`src/rtl/spike_rate_decoder_pkg.sv`:
```
// Shared definitions for the spike rate decoder: default counter width and
// the two-state controller encoding used by the top level.
package spike_pkg;

    // Default width of the window length, spike count and interval fields.
    localparam int CNT_W_DEF = 8;

    // Controller states. IDLE holds results; RUN samples the spike train.
    localparam logic [0:0] ST_IDLE = 1'b0;
    localparam logic [0:0] ST_RUN  = 1'b1;

endpackage

```
`src/rtl/spike_rate_decoder_sat_counter.sv`:
```
// Saturating up-counter with synchronous clear.
// The counter exposes its would-be next value (count plus the current
// increment, clamped at all-ones) so the owner can capture a result that
// already includes the sample of the current cycle, on the same edge that
// clears the counter for the next measurement.
module sat_counter
    import spike_pkg::*;
#(
    parameter int W = CNT_W_DEF
) (
    input  logic         clk,
    input  logic         rst_n,
    input  logic         clr,
    input  logic         inc,
    output logic [W-1:0] count_nxt,
    output logic         sat_nxt
);

    localparam logic [W-1:0] CNT_MAX  = {W{1'b1}};
    localparam logic [W-1:0] CNT_ZERO = {W{1'b0}};
    localparam logic [W-1:0] CNT_ONE  = {{(W-1){1'b0}}, 1'b1};

    logic [W-1:0] count_r;

    // Saturating increment: stick at all-ones instead of wrapping.
    always_comb begin
        count_nxt = count_r;
        if (inc && (count_r != CNT_MAX)) begin
            count_nxt = count_r + CNT_ONE;
        end else begin
            count_nxt = count_r;
        end
    end

    // A value of all-ones means the true count may have been larger.
    assign sat_nxt = (count_nxt == CNT_MAX);

    // Counter register; clear wins over increment.
    always_ff @(posedge clk or negedge rst_n) begin
        if (!rst_n) begin
            count_r <= CNT_ZERO;
        end else if (clr) begin
            count_r <= CNT_ZERO;
        end else begin
            count_r <= count_nxt;
        end
    end

endmodule

```
`src/rtl/spike_rate_decoder.sv`:
```
// Spike rate decoder.
// While enabled, counts spikes over back-to-back windows of win_len cycles
// (0 selects the full 2^CNT_W range) and measures the interval between
// consecutive spikes. Both results are registered and announced with
// one-cycle valid pulses. Dropping ena discards any partial window and
// forgets the previous spike, so the first spike after re-enabling gives
// no interval.
module spike_rate_decoder
    import spike_pkg::*;
#(
    parameter int CNT_W = CNT_W_DEF
) (
    input  logic             clk,
    input  logic             rst_n,
    input  logic             ena,
    input  logic             spike,
    input  logic [CNT_W-1:0] win_len,
    output logic [CNT_W-1:0] rate,
    output logic             rate_valid,
    output logic             rate_sat,
    output logic [CNT_W-1:0] isi,
    output logic             isi_valid,
    output logic             isi_sat
);

    localparam logic [CNT_W-1:0] CNT_ZERO = {CNT_W{1'b0}};
    localparam logic [CNT_W-1:0] CNT_ONE  = {{(CNT_W-1){1'b0}}, 1'b1};

    // Controller and window bookkeeping.
    logic [0:0]       state_r;
    logic [CNT_W-1:0] len_r;        // length of the window in progress
    logic [CNT_W-1:0] pos_r;        // current cycle index inside the window
    logic             have_prev_r;  // a spike has been seen since entering RUN

    // Per-cycle decode.
    logic             run_s;        // this cycle is a sampled RUN cycle
    logic             last_s;       // this cycle is the final one of the window

    // Window spike counter.
    logic             win_clr_s;
    logic             win_inc_s;
    logic [CNT_W-1:0] win_nxt_s;
    logic             win_sat_s;

    // Inter-spike interval counter.
    logic             isi_clr_s;
    logic             isi_inc_s;
    logic [CNT_W-1:0] isi_nxt_s;
    logic             isi_sat_s;

    // Output registers.
    logic [CNT_W-1:0] rate_r;
    logic             rate_valid_r;
    logic             rate_sat_r;
    logic [CNT_W-1:0] isi_r;
    logic             isi_valid_r;
    logic             isi_sat_r;

    // Cycle decode and counter controls.
    // A cycle is sampled only when already in RUN and ena is still high; the
    // cycle whose edge drops back to IDLE contributes nothing. len_r of zero
    // wraps to all-ones here, which is exactly the last index of a full-range
    // window.
    always_comb begin
        run_s     = (state_r == ST_RUN) && ena;
        last_s    = run_s && (pos_r == (len_r - CNT_ONE));
        // Window count restarts at each window boundary and whenever idle.
        win_inc_s = run_s && spike;
        win_clr_s = (!run_s) || last_s;
        // Interval counter holds "cycles since last spike minus one", so its
        // incremented value is the interval ending at a spike this cycle.
        isi_inc_s = run_s;
        isi_clr_s = (!run_s) || spike;
    end

    // Spike count within the current window.
    sat_counter #(
        .W         (CNT_W)
    ) u_win_cnt (
        .clk       (clk),
        .rst_n     (rst_n),
        .clr       (win_clr_s),
        .inc       (win_inc_s),
        .count_nxt (win_nxt_s),
        .sat_nxt   (win_sat_s)
    );

    // Cycles elapsed since the previous spike.
    sat_counter #(
        .W         (CNT_W)
    ) u_isi_cnt (
        .clk       (clk),
        .rst_n     (rst_n),
        .clr       (isi_clr_s),
        .inc       (isi_inc_s),
        .count_nxt (isi_nxt_s),
        .sat_nxt   (isi_sat_s)
    );

    // IDLE/RUN controller following ena.
    always_ff @(posedge clk or negedge rst_n) begin
        if (!rst_n) begin
            state_r <= ST_IDLE;
        end else begin
            case (state_r)
                ST_IDLE: begin
                    if (ena) begin
                        state_r <= ST_RUN;
                    end else begin
                        state_r <= ST_IDLE;
                    end
                end
                ST_RUN: begin
                    if (!ena) begin
                        state_r <= ST_IDLE;
                    end else begin
                        state_r <= ST_RUN;
                    end
                end
                default: begin
                    state_r <= ST_IDLE;
                end
            endcase
        end
    end

    // Window position and length capture.
    // Outside sampled cycles win_len is tracked so the value present on the
    // entry edge becomes the first window's length; afterwards it is only
    // re-captured on the edge that closes a window.
    always_ff @(posedge clk or negedge rst_n) begin
        if (!rst_n) begin
            pos_r <= CNT_ZERO;
            len_r <= CNT_ZERO;
        end else if (!run_s) begin
            pos_r <= CNT_ZERO;
            len_r <= win_len;
        end else if (last_s) begin
            pos_r <= CNT_ZERO;
            len_r <= win_len;
        end else begin
            pos_r <= pos_r + CNT_ONE;
            len_r <= len_r;
        end
    end

    // Remember whether a reference spike exists for interval measurement.
    always_ff @(posedge clk or negedge rst_n) begin
        if (!rst_n) begin
            have_prev_r <= 1'b0;
        end else if (!run_s) begin
            have_prev_r <= 1'b0;
        end else begin
            have_prev_r <= have_prev_r | spike;
        end
    end

    // Rate result: captured on the window's closing edge, including that
    // cycle's spike.
    always_ff @(posedge clk or negedge rst_n) begin
        if (!rst_n) begin
            rate_r       <= CNT_ZERO;
            rate_sat_r   <= 1'b0;
            rate_valid_r <= 1'b0;
        end else if (last_s) begin
            rate_r       <= win_nxt_s;
            rate_sat_r   <= win_sat_s;
            rate_valid_r <= 1'b1;
        end else begin
            rate_r       <= rate_r;
            rate_sat_r   <= rate_sat_r;
            rate_valid_r <= 1'b0;
        end
    end

    // Interval result: captured on every spike that has a predecessor.
    always_ff @(posedge clk or negedge rst_n) begin
        if (!rst_n) begin
            isi_r       <= CNT_ZERO;
            isi_sat_r   <= 1'b0;
            isi_valid_r <= 1'b0;
        end else if (run_s && spike && have_prev_r) begin
            isi_r       <= isi_nxt_s;
            isi_sat_r   <= isi_sat_s;
            isi_valid_r <= 1'b1;
        end else begin
            isi_r       <= isi_r;
            isi_sat_r   <= isi_sat_r;
            isi_valid_r <= 1'b0;
        end
    end

    assign rate       = rate_r;
    assign rate_valid = rate_valid_r;
    assign rate_sat   = rate_sat_r;
    assign isi        = isi_r;
    assign isi_valid  = isi_valid_r;
    assign isi_sat    = isi_sat_r;

endmodule
```
`config.mk`:
```
export PLATFORM = sky130hd
export DESIGN_NAME = spike_rate_decoder
export DESIGN_NICKNAME = d
export VERILOG_FILES = /design/src/rtl/spike_rate_decoder_pkg.sv /design/src/rtl/spike_rate_decoder_sat_counter.sv /design/src/rtl/spike_rate_decoder.sv
export SDC_FILE = /design/constraint.sdc
export NUM_CORES = 1
export LEC_CHECK = 0
export CORE_MARGIN = 2
export CORE_UTILIZATION = 60
export CTS_CLUSTER_DIAMETER = 60
export CTS_CLUSTER_SIZE = 14
export DETAILED_ROUTE_END_ITERATION = 8
export DONT_BUFFER_PORTS = 1
export PLACE_DENSITY = 0.77
export SLEW_MARGIN = 10
export SYNTH_ARGS = -nofsm -noshare
export SYNTH_HDL_FRONTEND = slang
export SYNTH_SLANG_ARGS = --single-unit
```
`constraint.sdc`:
```
create_clock -name clk -period 2.8 [get_ports clk]
set_input_delay 0.28 -clock clk [delete_from_list [all_inputs] [get_ports clk]]
set_output_delay 0.28 -clock clk [all_outputs]
set_load 0.03 [all_outputs]
```
==> results_tabular.tex, run 1 <==
\begin{tabular}{lr}
\hline
Metric & Value \\
\hline
\multicolumn{2}{l}{\textbf{Run status}} \\
Outcome & completed \\
\multicolumn{2}{l}{\textbf{Critical path}} \\
Critical Setup Path Class & flip-flop to flip-flop \\
Launching element type of the critical path & flip-flop \\
Buffer and inverter count on the worst path & 1 \\
Cell class contributing the biggest share of worst-path delay & compound AO/OA/AOI/OAI gates \\
Crit Path Max Fanout & 24 \\
Kind of end point of the critical path & flip-flop \\
Endpoint arrival time on the critical path & 2670 ps \\
Cell-by-cell listing of the critical path & inv\_1 > ha\_1 > nor3b\_1 > xor2\_1 > a221oi\_1 > a31o\_4 > mux2\_2 \\
Crit path largest cell delay & $\sim$450 ps \\
Slowest CP cell & sky130\_fd\_sc\_hd\_\_dfrtp\_1 \\
Critical Path RT & approximately 3000 ps \\
\multicolumn{2}{l}{\textbf{Floorplanning}} \\
Die ar. & roughly 5100 um\^{}2 \\
Rows & 24 \\
Starting density of the core & roughly 62\% \\
Core ar. & 4350 um\^{}2 \\
Die X & 71.1 um \\
Die Span Y & 71.1 um \\
Count of boundary I/O pins & 32 \\
\multicolumn{2}{l}{\textbf{Place}} \\
Placed wire-length estimate after detailed placement & between 3 and 4 mm \\
Gp weighted congestion & between 0.9 and 1 \\
Count of buffers from port buffering & 0 \\
\multicolumn{2}{l}{\textbf{Clock tree}} \\
Clock sink count & between 50 and 60 \\
CTS clock-pin slew for the worst setup and hold paths & 90 ps \\
Number of levels in the clock H-tree & 2 \\
Worst skew pair latency & $\sim$310 ps \\
Post-CTS setup-driven buffer insertion count & 0 \\
Clock buffer depth & 2 \\
Number of buffers added by the clock tree synthesis step & 5 \\
Buffer type at the clock tree root & sky130\_fd\_sc\_hd\_\_clkbuf\_8 \\
Clock tree from TritonCTS & built \\
\multicolumn{2}{l}{\textbf{Yosys}} \\
Sequential cell area fraction in the yosys report & about half \\
Cell area after synthesis & between 2000 and 3000 um\^{}2 \\
Post-synth EDFFs & 0 \\
Adder-Cell Fraction of Synth Area & 1.85\% \\
Async set-or-reset flop fraction in the synthesized netlist & 100\% \\
Yosys warning total & 0 \\
Multiplexer area fraction after synthesis & about a tenth \\
Net Count, Synth & roughly 280 \\
Average footprint of a synthesized cell & about 10 um\^{}2 \\
Number of flip-flops and latches in the synthesized netlist & between 50 and 60 \\
Most instantiated flip-flop cell in the synthesis netlist & sky130\_fd\_sc\_hd\_\_dfrtp\_1 \\
Share of synthesized cell area in and, or, nand and nor gates & about a fifth \\
Dominant combinational cell family by area after synthesis & simple AND/OR/NAND/NOR gates \\
Synthesized netlist cell count & 260 \\
Share of the synthesized area in compound gates (AO/OA/AOI/OAI) & between 6 and 7\% \\
Post-synthesis cell type count & 43 \\
Post-synthesis xor/xnor area fraction & 8.01\% \\
\multicolumn{2}{l}{\textbf{STA}} \\
Final setup vio count & 0 \\
Final worst clock skew & between 6 and 7 ps \\
Fin crit period & around 2500 ps \\
Achievable clock frequency & between 0.4 and 0.5 GHz \\
Worst slew pin tran & between 500 and 600 ps \\
Period utilisation layout & around 88\% \\
Setup repair after global routing missed its margin & false \\
Worst relative slew slack & between 60 and 70\% \\
Setup Total Neg Slack & 0 ps \\
Worst Hold Margin & approximately 110 ps \\
Hold Fails Final Rpt & 0 \\
Max Transition Viols Final & 0 \\
\multicolumn{2}{l}{\textbf{Power}} \\
VDD IR-drop max & $\sim$0.35 mV \\
Logic gate share of total power & 7.0\% \\
Pwr Density & $\sim$550 nW/um\^{}2 \\
Clock share of power & between 30\% and 40\% \\
Power spent charging and discharging nets & 0.371 mW \\
Reg power frac & 53.7\% \\
Internal Dissipation & between 1 and 1.5 mW \\
Leakage power summed over all cells & between 1 and 1.5 nW \\
Sw Share & between 20 and 25\% \\
\multicolumn{2}{l}{\textbf{Global route}} \\
GRT Util Overall & 22.1\% \\
Via count of the first global-routing pass & 1889 \\
Maximum number of pins on one net before global-route repair & between 50 and 60 \\
Sum of overflow across all layers after global routing & 0 \\
Initial antenna violation count & 0 \\
Global-route wire length before repair & $\sim$8.8 mm \\
\multicolumn{2}{l}{\textbf{Cells and area}} \\
Count of filler cells inserted in the layout & between 300 and 400 \\
Nets & between 200 and 300 \\
Share of the core filled with cells in the final layout & roughly 67\% \\
Synthesis-to-finish area growth & 8.01\% \\
Number of antenna diodes & 0 \\
Leading cell type in the layout, fill and taps excluded & sky130\_fd\_sc\_hd\_\_dfrtp\_1 \\
Most frequent cells in the layout & sky130\_fd\_sc\_hd\_\_dfrtp\_1 (54), sky130\_fd\_sc\_hd\_\_nor2\_1 (30), sky130\_fd\_sc\_hd\_\_nand2\_1 (20) \\
Share of final-layout standard cells stronger than drive strength 1 & a little under a tenth \\
\multicolumn{2}{l}{\textbf{Hold path}} \\
Hold Path Class & primary input to flip-flop \\
\multicolumn{2}{l}{\textbf{Route}} \\
Detailed Route WL & around 5.0 mm \\
Remaining antenna violation count after routing & 0 \\
Via density & around 6 \\
Initial drt markers & 99 \\
Via count & 1878 \\
Avg WL per Cell & about 16 um \\
Detailed-route DRC error count & 0 \\
Detailed-router iteration count before antenna repair & 4 \\
\multicolumn{2}{l}{\textbf{Job}} \\
Max\_cap viols & 0 \\
\hline
\end{tabular}
==> synth_stat cells (2+ instances only) <==
master                     number  area, um^2
sky130_fd_sc_hd__nand2_1       20        75.1
sky130_fd_sc_hd__xnor2_1       10        87.6
sky130_fd_sc_hd__nand4_1        4        25.0
sky130_fd_sc_hd__and3_1         3        18.8
sky130_fd_sc_hd__or3_1          3        18.8
sky130_fd_sc_hd__nor3_1         5        25.0
sky130_fd_sc_hd__nor2_1        30         113
sky130_fd_sc_hd__inv_1         14        52.6
sky130_fd_sc_hd__dfrtp_1       54        1350
sky130_fd_sc_hd__mux2_2         6        67.6
sky130_fd_sc_hd__buf_6          2        22.5
sky130_fd_sc_hd__and4_1         4        35.0
sky130_fd_sc_hd__o21ai_0       11        55.1
sky130_fd_sc_hd__clkbuf_1       5        18.8
sky130_fd_sc_hd__a21oi_1        3        15.0
sky130_fd_sc_hd__and2_1         4        25.0
sky130_fd_sc_hd__nand3_1       16        80.1
sky130_fd_sc_hd__nor4_1         4        25.0
sky130_fd_sc_hd__mux2_4         3        45.0
sky130_fd_sc_hd__or2_2          2        12.5
sky130_fd_sc_hd__xor2_1        12         105
sky130_fd_sc_hd__mux2i_1       16         160
sky130_fd_sc_hd__ha_1           4        50.1
sky130_fd_sc_hd__nand2b_1       5        31.3
sky130_fd_sc_hd__nor3b_1        2        15.0
==> power groups by stage <==
stage	clock, mW	sequential (mW)	combinational [mW]
global route	0.672	0.869	0.127
CTS	0.645	0.865	0.115
floorplan	0	0.872	0.0823
detailed placement	0	0.880	0.0917
finish	0.633	0.865	0.113
global placement	0	0.879	0.0888
==> layer usage <==
metal	vias up	global-route usage [%]	part of all wire, %	routed length [um]
met2	46	35.6	48	2400
met3	10	5.41	4.2	210
met4	0	8.18	1.7	85
met1	913	29.3	46	2300
met5	-	0	0	0
li1	909	-	-	-
==> cell families after synthesis <==
logic type | count (synthesis)
AND/OR/NAND/NOR | 105
flip-flops | 54
AO/OA/AOI/OAI | 27
multiplexers | 25
XOR/XNOR | 23
buffers and inverters | 22
adder cells (fa/ha/maj) | 4
==> state kept, by name, summed over array words and instances, names as in the netlist, 8 cells and up <==
name and count:
rate 8, len_r 8, u_isi_cnt.count_r 8, isi 8, u_win_cnt.count_r 8, pos_r 8
==> cell type report <==
class                   instances  area [um^2]  share of cell area [%]
inverters                      14         52.6                    1.80
repair buffers                  4         55.1                    1.89
flip-flops and latches         54         1350                    46.3
multi-input cells             184         1250                    42.9
well taps                      52         65.1                    2.23
clock inverters                 2         60.1                    2.06
clock buffers                   6         82.6                    2.83
==> worst paths after layout <==
path,startpoint,to,slack [ps],cells past startpoint
max reg2reg,len_r[0],len_r[0],330,7
max,len_r[0],len_r[0],330,7
min reg2reg,have_prev_r,have_prev_r,540,2
min,win_len[4],len_r[4],110,1
max in group asynchronous,rst_n,u_win_cnt.count_r[5],2100,2
min in group asynchronous,rst_n,len_r[2],480,2
==> stage by stage <==
step | worst slack (ps) | instances | cell area (um^2) | power (mW)
2_1_floorplan | 645 | 260 | 2700 | 0.954
3_3_place_gp | 470 | 305 | 2730 | 0.967
3_5_place_dp | 369 | 305 | 2730 | 0.971
4_1_cts | 322 | 316 | 2920 | 1.63
5_1_grt | 144 | 316 | 2920 | 1.67
6_report | 329 | 316 | 2920 | 1.61
==> repair_timing <==
action | in CTS | in global routing
hold buffers | 3 | 0
hold endpoints to repair | 55 | 0
resized for setup | 0 | 0
Note: power is estimated with default switching activity, not from simulation.
==> inputs of run 2 (changes only) <==
Settings changed: REMOVE_ABC_BUFFERS from default to 1.
==> run 2 against run 1 <==
- clock power is 17% lower
- via count is 4.4% lower
- highest routed layer unchanged
- total power is 6.9% lower
- register-to-register slack better by 70 ps
- setup slack better by 70 ps
- clock-buffer cell count unchanged
- largest cell class unchanged
==> results_tabular.tex, run 2 (same netlist as run 1, synthesis figures left out) <==
\begin{tabular}{lr}
\hline
Metric & Value \\
\hline
\multicolumn{2}{l}{\textbf{Clock tree}} \\
Clock sink count & 54 (unchanged) \\
Number of buffers added by the clock tree synthesis step & 5 (unchanged) \\
Post-cts resize count & 0 (unchanged) \\
Number of levels in the clock H-tree & 2 (unchanged) \\
Worst skew pair latency & 310 ps (about the same) \\
Buffer type at the clock tree root & sky130\_fd\_sc\_hd\_\_clkbuf\_8 (unchanged) \\
Clock buffer depth & 2 (unchanged) \\
CTS clock-pin slew for the worst setup and hold paths & 90 ps (about the same) \\
Clock tree from TritonCTS & built (unchanged) \\
\multicolumn{2}{l}{\textbf{Cells and area}} \\
Nets & 279 (unchanged) \\
Number of antenna diodes & 0 (unchanged) \\
Count of filler cells inserted in the layout & 337 (was 338) \\
Share of final-layout standard cells stronger than drive strength 1 & 8.71\% (was 9.09\%) \\
Synthesis-to-finish area growth & 6.81\% (was 8.01\%) \\
Leading cell type in the layout, fill and taps excluded & sky130\_fd\_sc\_hd\_\_dfrtp\_1 (unchanged) \\
Share of the core filled with cells in the final layout & 66.3\% (was 67.0\%) \\
Most frequent cells in the layout & sky130\_fd\_sc\_hd\_\_dfrtp\_1 (54), sky130\_fd\_sc\_hd\_\_nor2\_1 (30), sky130\_fd\_sc\_hd\_\_nand2\_1 (20) (unchanged) \\
Final cell count without fillers & 316 (unchanged) \\
\multicolumn{2}{l}{\textbf{STA}} \\
Achievable clock frequency & 0.417 GHz (was 0.405 GHz) \\
Max Transition Viols Final & 0 (unchanged) \\
Worst slew pin tran & 545 ps (was 523 ps) \\
Period utilisation layout & 85.7\% (was 88.2\%) \\
Worst Hold Margin & 106 ps (was 111 ps) \\
Final worst clock skew & 4.22 ps (was 6.55 ps) \\
Worst relative slew slack & 63.2\% (was 64.7\%) \\
Fin crit period & 2400 ps (was 2470 ps) \\
Hold Fails Final Rpt & 0 (unchanged) \\
Setup Total Neg Slack & 0 ps (unchanged) \\
Final setup vio count & 0 (unchanged) \\
Setup repair after global routing missed its margin & false (unchanged) \\
\multicolumn{2}{l}{\textbf{Critical path}} \\
Critical Setup Path Class & flip-flop to flip-flop (unchanged) \\
Kind of end point of the critical path & flip-flop (unchanged) \\
Launching element type of the critical path & flip-flop (unchanged) \\
Crit Path Max Fanout & 24 (unchanged) \\
Critical Path RT & 3010 ps (was 3000 ps) \\
Endpoint arrival time on the critical path & 2610 ps (was 2670 ps) \\
\multicolumn{2}{l}{\textbf{Floorplanning}} \\
Starting density of the core & 62.0\% (unchanged) \\
Die ar. & 5060 um\^{}2 (unchanged) \\
Core ar. & 4350 um\^{}2 (unchanged) \\
Rows & 24 (unchanged) \\
Count of boundary I/O pins & 32 (unchanged) \\
Die X & 71.1 um (unchanged) \\
Die Span Y & 71.1 um (unchanged) \\
\multicolumn{2}{l}{\textbf{Power}} \\
VDD IR-drop max & 0.355 mV (was 0.346 mV) \\
Pwr Density & 520 nW/um\^{}2 (was 552 nW/um\^{}2) \\
Leakage power summed over all cells & 1.32 nW (was 1.34 nW) \\
\multicolumn{2}{l}{\textbf{Route}} \\
Detailed Route WL & 4.73 mm (was 4.99 mm) \\
Avg WL per Cell & 15.0 um (was 15.8 um) \\
Via density & 5.68 (was 5.94) \\
Initial drt markers & 93 (was 99) \\
Remaining antenna violation count after routing & 0 (unchanged) \\
Detailed-router iteration count before antenna repair & 4 (unchanged) \\
Detailed-route DRC error count & 0 (unchanged) \\
Via count & 1795 (was 1878) \\
\multicolumn{2}{l}{\textbf{Place}} \\
Cells after DPL & 305 (unchanged) \\
Gp weighted congestion & 0.764 (was 0.935) \\
Count of buffers from port buffering & 0 (unchanged) \\
Placed wire-length estimate after detailed placement & 3.26 mm (was 3.40 mm) \\
\multicolumn{2}{l}{\textbf{Global route}} \\
Global-route wire length before repair & 8.07 mm (was 8.76 mm) \\
Via count of the first global-routing pass & 1723 (was 1889) \\
GRT Util Overall & 20.6\% (was 22.1\%) \\
Sum of overflow across all layers after global routing & 0 (unchanged) \\
Maximum number of pins on one net before global-route repair & 55 (unchanged) \\
Initial antenna violation count & 0 (unchanged) \\
\multicolumn{2}{l}{\textbf{Job}} \\
Max\_cap viols & 0 (unchanged) \\
\multicolumn{2}{l}{\textbf{Run status}} \\
Outcome & completed (unchanged) \\
\multicolumn{2}{l}{\textbf{Hold path}} \\
Hold Path Class & primary input to flip-flop (unchanged) \\
\hline
\end{tabular}
[run 2: cell count changes in the layout (fill, tap and decap cells not counted), sizes merged]
| cell | previous run | this run |
|---|---|---|
| bufinv | 2 | 1 |
| clkinvlp | 0 | 1 |
[run 2: path summary, 6_finish.rpt]
path / startpoint / to / slack (ps) / cells after the start
max reg2reg: len_r[0] / len_r[0] / 400 / 7
max: len_r[0] / len_r[0] / 400 / 7
min: win_len[4] / len_r[4] / 110 / 1
min in group asynchronous: rst_n / rate[3] / 480 / 2
min reg2reg: have_prev_r / have_prev_r / 510 / 2
max in group asynchronous: rst_n / len_r[3] / 2080 / 2
[run 2: area by class of cell]
class | count | area (um^2) | share of cell area, %
clock buffer | 6 | 72.6 | 2.52
clock inverter | 2 | 37.5 | 1.30
inverter | 14 | 52.6 | 1.82
multi-input combinational | 184 | 1250 | 43.4
sequential | 54 | 1350 | 46.8
tap | 52 | 65.1 | 2.25
timing repair buffer | 4 | 55.1 | 1.91
[run 2: what timing repair did]
action,in CTS,in global routing
setup buffers,0,0
hold buffers,3,0
hold endpoints to repair,55,0
[run 2: critical path, cell delays in order, from the launching register on]
cell and delay (ps):
sky130_fd_sc_hd__dfrtp_1 430, sky130_fd_sc_hd__inv_1 70, sky130_fd_sc_hd__ha_1 200, sky130_fd_sc_hd__nor3b_1 240, sky130_fd_sc_hd__xor2_1 130, sky130_fd_sc_hd__a221oi_1 430
sky130_fd_sc_hd__a31o_4 410, sky130_fd_sc_hd__mux2_2 370
[run 2: metal layers]
| layer | share of wire [%] | track usage [%] |
|---|---|---|
| met5 | 0 | 0 |
| met4 | 1.5 | 8.81 |
| met3 | 4.5 | 3.99 |
| met2 | 46 | 31.6 |
| met1 | 48 | 28.9 |
[run 2: where the power goes]
group / leakage, nW / internal [mW] / switching (mW)
Combinational: 0.581 / 0.0521 / 0.0601
Clock: 0.0514 / 0.267 / 0.258
Sequential: 0.692 / 0.807 / 0.0560
Total: 1.32 / 1.13 / 0.374
[run 2: metrics by stage]
stage / cell area, um^2 / setup WS, ps / power (mW)
6_report: 2890 / 400 / 1.50
5_1_grt: 2890 / 281 / 1.55
2_1_floorplan: 2660 / 428 / 0.950
4_1_cts: 2890 / 406 / 1.51
3_3_place_gp: 2730 / 478 / 0.966
3_5_place_dp: 2730 / 432 / 0.970
==> inputs of run 3 (changes only) <==
==> constraint.sdc (replaced) <==
create_clock -name clk -period 2.8 [get_ports clk]
set_input_delay 0.14 -clock clk [delete_from_list [all_inputs] [get_ports clk]]
set_output_delay 0.14 -clock clk [all_outputs]
set_load 0.03 [all_outputs]
==> run 3 against run 2 <==
- critical path depth did not move
- design area grew 3.1%
- via count is 1.3% higher
- critical endpoint is now len_r[7]
- routed wire length increased by 1.4%
- global-route usage is 0.27 points higher
- combinational power up 9%
- hold slack worse by 1.3 ps
- setup slack got worse by 5.8 ps
- sequential share of layout area down 1.4 points
- highest routed layer unchanged
- sequential cell count is the same
- register-to-register slack is essentially flat
- sequential power barely moved
==> results_tabular.tex, run 3 (same netlist as run 1, synthesis figures left out) <==
\begin{tabular}{lr}
\hline
Metric & Value \\
\hline
\multicolumn{2}{l}{\textbf{Run status}} \\
Outcome & completed (unchanged) \\
\multicolumn{2}{l}{\textbf{Route}} \\
Remaining antenna violation count after routing & 0 (unchanged) \\
Detailed-router iteration count before antenna repair & 4 (unchanged) \\
Detailed Route WL & 4.79 mm (was 4.73 mm) \\
Via density & 5.59 (was 5.68) \\
Avg WL per Cell & 14.7 um (was 15.0 um) \\
Detailed-route DRC error count & 0 (unchanged) \\
Via count & 1818 (was 1795) \\
Initial drt markers & 111 (was 93) \\
\multicolumn{2}{l}{\textbf{Power}} \\
VDD IR-drop max & 0.357 mV (was 0.355 mV) \\
Pwr Density & 508 nW/um\^{}2 (was 520 nW/um\^{}2) \\
Tot Pwr & 1.51 mW (was 1.50 mW) \\
Leakage power summed over all cells & 1.36 nW (was 1.32 nW) \\
\multicolumn{2}{l}{\textbf{Global route}} \\
GR Layer Usage met2 & 32.1\% (was 31.6\%) \\
Most crowded layer after global routing & met2 (unchanged) \\
Sum of overflow across all layers after global routing & 0 (unchanged) \\
Initial antenna violation count & 0 (unchanged) \\
Via count of the first global-routing pass & 1746 (was 1723) \\
GRT Util Overall & 20.9\% (was 20.6\%) \\
Maximum number of pins on one net before global-route repair & 55 (unchanged) \\
Met3 routing resource usage after global routing & 3.85\% (was 3.99\%) \\
GR met1 Demand/Resource & 29.4\% (was 28.9\%) \\
Global-route wire length before repair & 8.18 mm (was 8.07 mm) \\
\multicolumn{2}{l}{\textbf{Clock tree}} \\
Number of levels in the clock H-tree & 2 (unchanged) \\
CTS clock-pin slew for the worst setup and hold paths & 100 ps (was 90 ps) \\
Worst skew pair latency & 310 ps (about the same) \\
Post-CTS setup-driven buffer insertion count & 0 (unchanged) \\
Post-cts resize count & 0 (unchanged) \\
Buffer type at the clock tree root & sky130\_fd\_sc\_hd\_\_clkbuf\_8 (unchanged) \\
Number of buffers added by the clock tree synthesis step & 5 (unchanged) \\
Clock buffer depth & 2 (unchanged) \\
Clock sink count & 54 (unchanged) \\
Clock tree from TritonCTS & built (unchanged) \\
\multicolumn{2}{l}{\textbf{Hold path}} \\
Start point of the worst hold path & spike (was win\_len[4]) \\
Cell count of the worst hold path & 2 (was 1) \\
Hold Crit Endpoint & u\_isi\_cnt.count\_r[5] (was len\_r[4]) \\
Hold Path Class & primary input to flip-flop (unchanged) \\
\multicolumn{2}{l}{\textbf{Cells and area}} \\
Synthesis-to-finish area growth & 10.1\% (was 6.81\%) \\
Nets & 288 (was 279) \\
Share of final-layout standard cells stronger than drive strength 1 & 8.42\% (was 8.71\%) \\
Leading cell type in the layout, fill and taps excluded & sky130\_fd\_sc\_hd\_\_dfrtp\_1 (unchanged) \\
Number of antenna diodes & 0 (unchanged) \\
Count of filler cells inserted in the layout & 328 (was 337) \\
Most frequent cells in the layout & sky130\_fd\_sc\_hd\_\_dfrtp\_1 (54), sky130\_fd\_sc\_hd\_\_nor2\_1 (30), sky130\_fd\_sc\_hd\_\_nand2\_1 (20) (unchanged) \\
\multicolumn{2}{l}{\textbf{Critical path}} \\
Launch instance of the worst register-to-register path & len\_r[0] (unchanged) \\
Crit path launch & len\_r[0] (unchanged) \\
Launching element type of the critical path & flip-flop (unchanged) \\
Critical Path RT & 3010 ps (about the same) \\
Kind of end point of the critical path & flip-flop (unchanged) \\
Crit path largest cell delay & 430 ps (about the same) \\
Slack of the worst reg-to-reg path & 390 ps (was 400 ps) \\
Cell class contributing the biggest share of worst-path delay & compound AO/OA/AOI/OAI gates (unchanged) \\
Critical Setup Path Class & flip-flop to flip-flop (unchanged) \\
Length in cells of the worst reg-to-reg path & 7 (unchanged) \\
Endpoint arrival time on the critical path & 2610 ps (about the same) \\
Reg2Reg Capture Point & len\_r[7] (was len\_r[0]) \\
Slowest CP cell & sky130\_fd\_sc\_hd\_\_dfrtp\_1 (unchanged) \\
Buffer and inverter count on the worst path & 1 (unchanged) \\
Crit Path Max Fanout & 24 (unchanged) \\
Cell-by-cell listing of the critical path & inv\_1 > ha\_1 > nor3b\_1 > xor2\_1 > a221oi\_1 > a31o\_4 > mux2\_2 (unchanged) \\
\multicolumn{2}{l}{\textbf{STA}} \\
Worst relative slew slack & 63.2\% (about the same) \\
Setup Total Neg Slack & 0 ps (unchanged) \\
Setup repair after global routing missed its margin & false (unchanged) \\
Achievable clock frequency & 0.416 GHz (was 0.417 GHz) \\
Fin crit period & 2410 ps (was 2400 ps) \\
Final setup vio count & 0 (unchanged) \\
Worst slew pin tran & 545 ps (about the same) \\
Hold Fails Final Rpt & 0 (unchanged) \\
Period utilisation layout & 85.9\% (was 85.7\%) \\
Max Transition Viols Final & 0 (unchanged) \\
Final worst clock skew & 3.24 ps (was 4.22 ps) \\
\multicolumn{2}{l}{\textbf{Floorplanning}} \\
Count of boundary I/O pins & 32 (unchanged) \\
Starting density of the core & 62.0\% (unchanged) \\
Die X & 71.1 um (unchanged) \\
Die ar. & 5060 um\^{}2 (unchanged) \\
Rows & 24 (unchanged) \\
Core ar. & 4350 um\^{}2 (unchanged) \\
Die Span Y & 71.1 um (unchanged) \\
\multicolumn{2}{l}{\textbf{Place}} \\
Gp weighted congestion & 0.764 (unchanged) \\
Placed wire-length estimate after detailed placement & 3.26 mm (unchanged) \\
Count of buffers from port buffering & 0 (unchanged) \\
\multicolumn{2}{l}{\textbf{Job}} \\
Max\_cap viols & 0 (unchanged) \\
\hline
\end{tabular}
## run 3: cell count changes in the layout (fill, tap and decap cells not counted), sizes merged
cell         delta
dlygate4sd3     +9
## run 3: what timing repair did
action | in CTS | in global routing
hold buffers | 12 | 0
endpoints found under the hold margin | 64 | 0
setup endpoints to repair | 0 | 0
## run 3: worst max-delay path by stage
stage | to | slack (ps) | cells after the start
finish | len_r[7] | 390 | 7
global route | len_r[2] | 280 | 7
CTS | len_r[7] | 410 | 7
detailed placement | len_r[2] | 430 | 7
global placement | len_r[0] | 480 | 7
floorplan | rate_sat | 430 | 7
## run 3: routing by layer
metal / up-vias / wire, um
li1: 923 / -
met1: 854 / 2310
met2: 36 / 2220
met3: 5 / 197
met4: 0 / 72
met5: - / 0
## run 3: stage by stage
stage	hold slack (ps)	util, %	cells	instance area, um^2	setup slack [ps]
after global placement	-155	62.6	305	2730	478
after global routing	112	68.3	325	2980	280
after CTS	103	68.3	325	2980	406
after detailed placement	-154	62.6	305	2730	432
after floorplan	-156	-	252	2660	428
final	105	68.3	325	2980	394
## run 3: final cells by class
type | instances | area [um^2] | share of cell area [%]
sequential | 54 | 1350 | 45.4
multi-input combinational | 184 | 1250 | 42.1
timing repair buffer | 13 | 145 | 4.88
clock buffer | 6 | 72.6 | 2.44
tap | 52 | 65.1 | 2.19
inverter | 14 | 52.6 | 1.77
clock inverter | 2 | 37.5 | 1.26
## run 3: power by group
part	leakage [nW]	internal (mW)	switching [mW]	total [mW]
Clock	0.0514	0.267	0.258	0.525
Sequential	0.692	0.807	0.0561	0.863
Combinational	0.618	0.0603	0.0619	0.122
Total	1.36	1.13	0.376	1.51
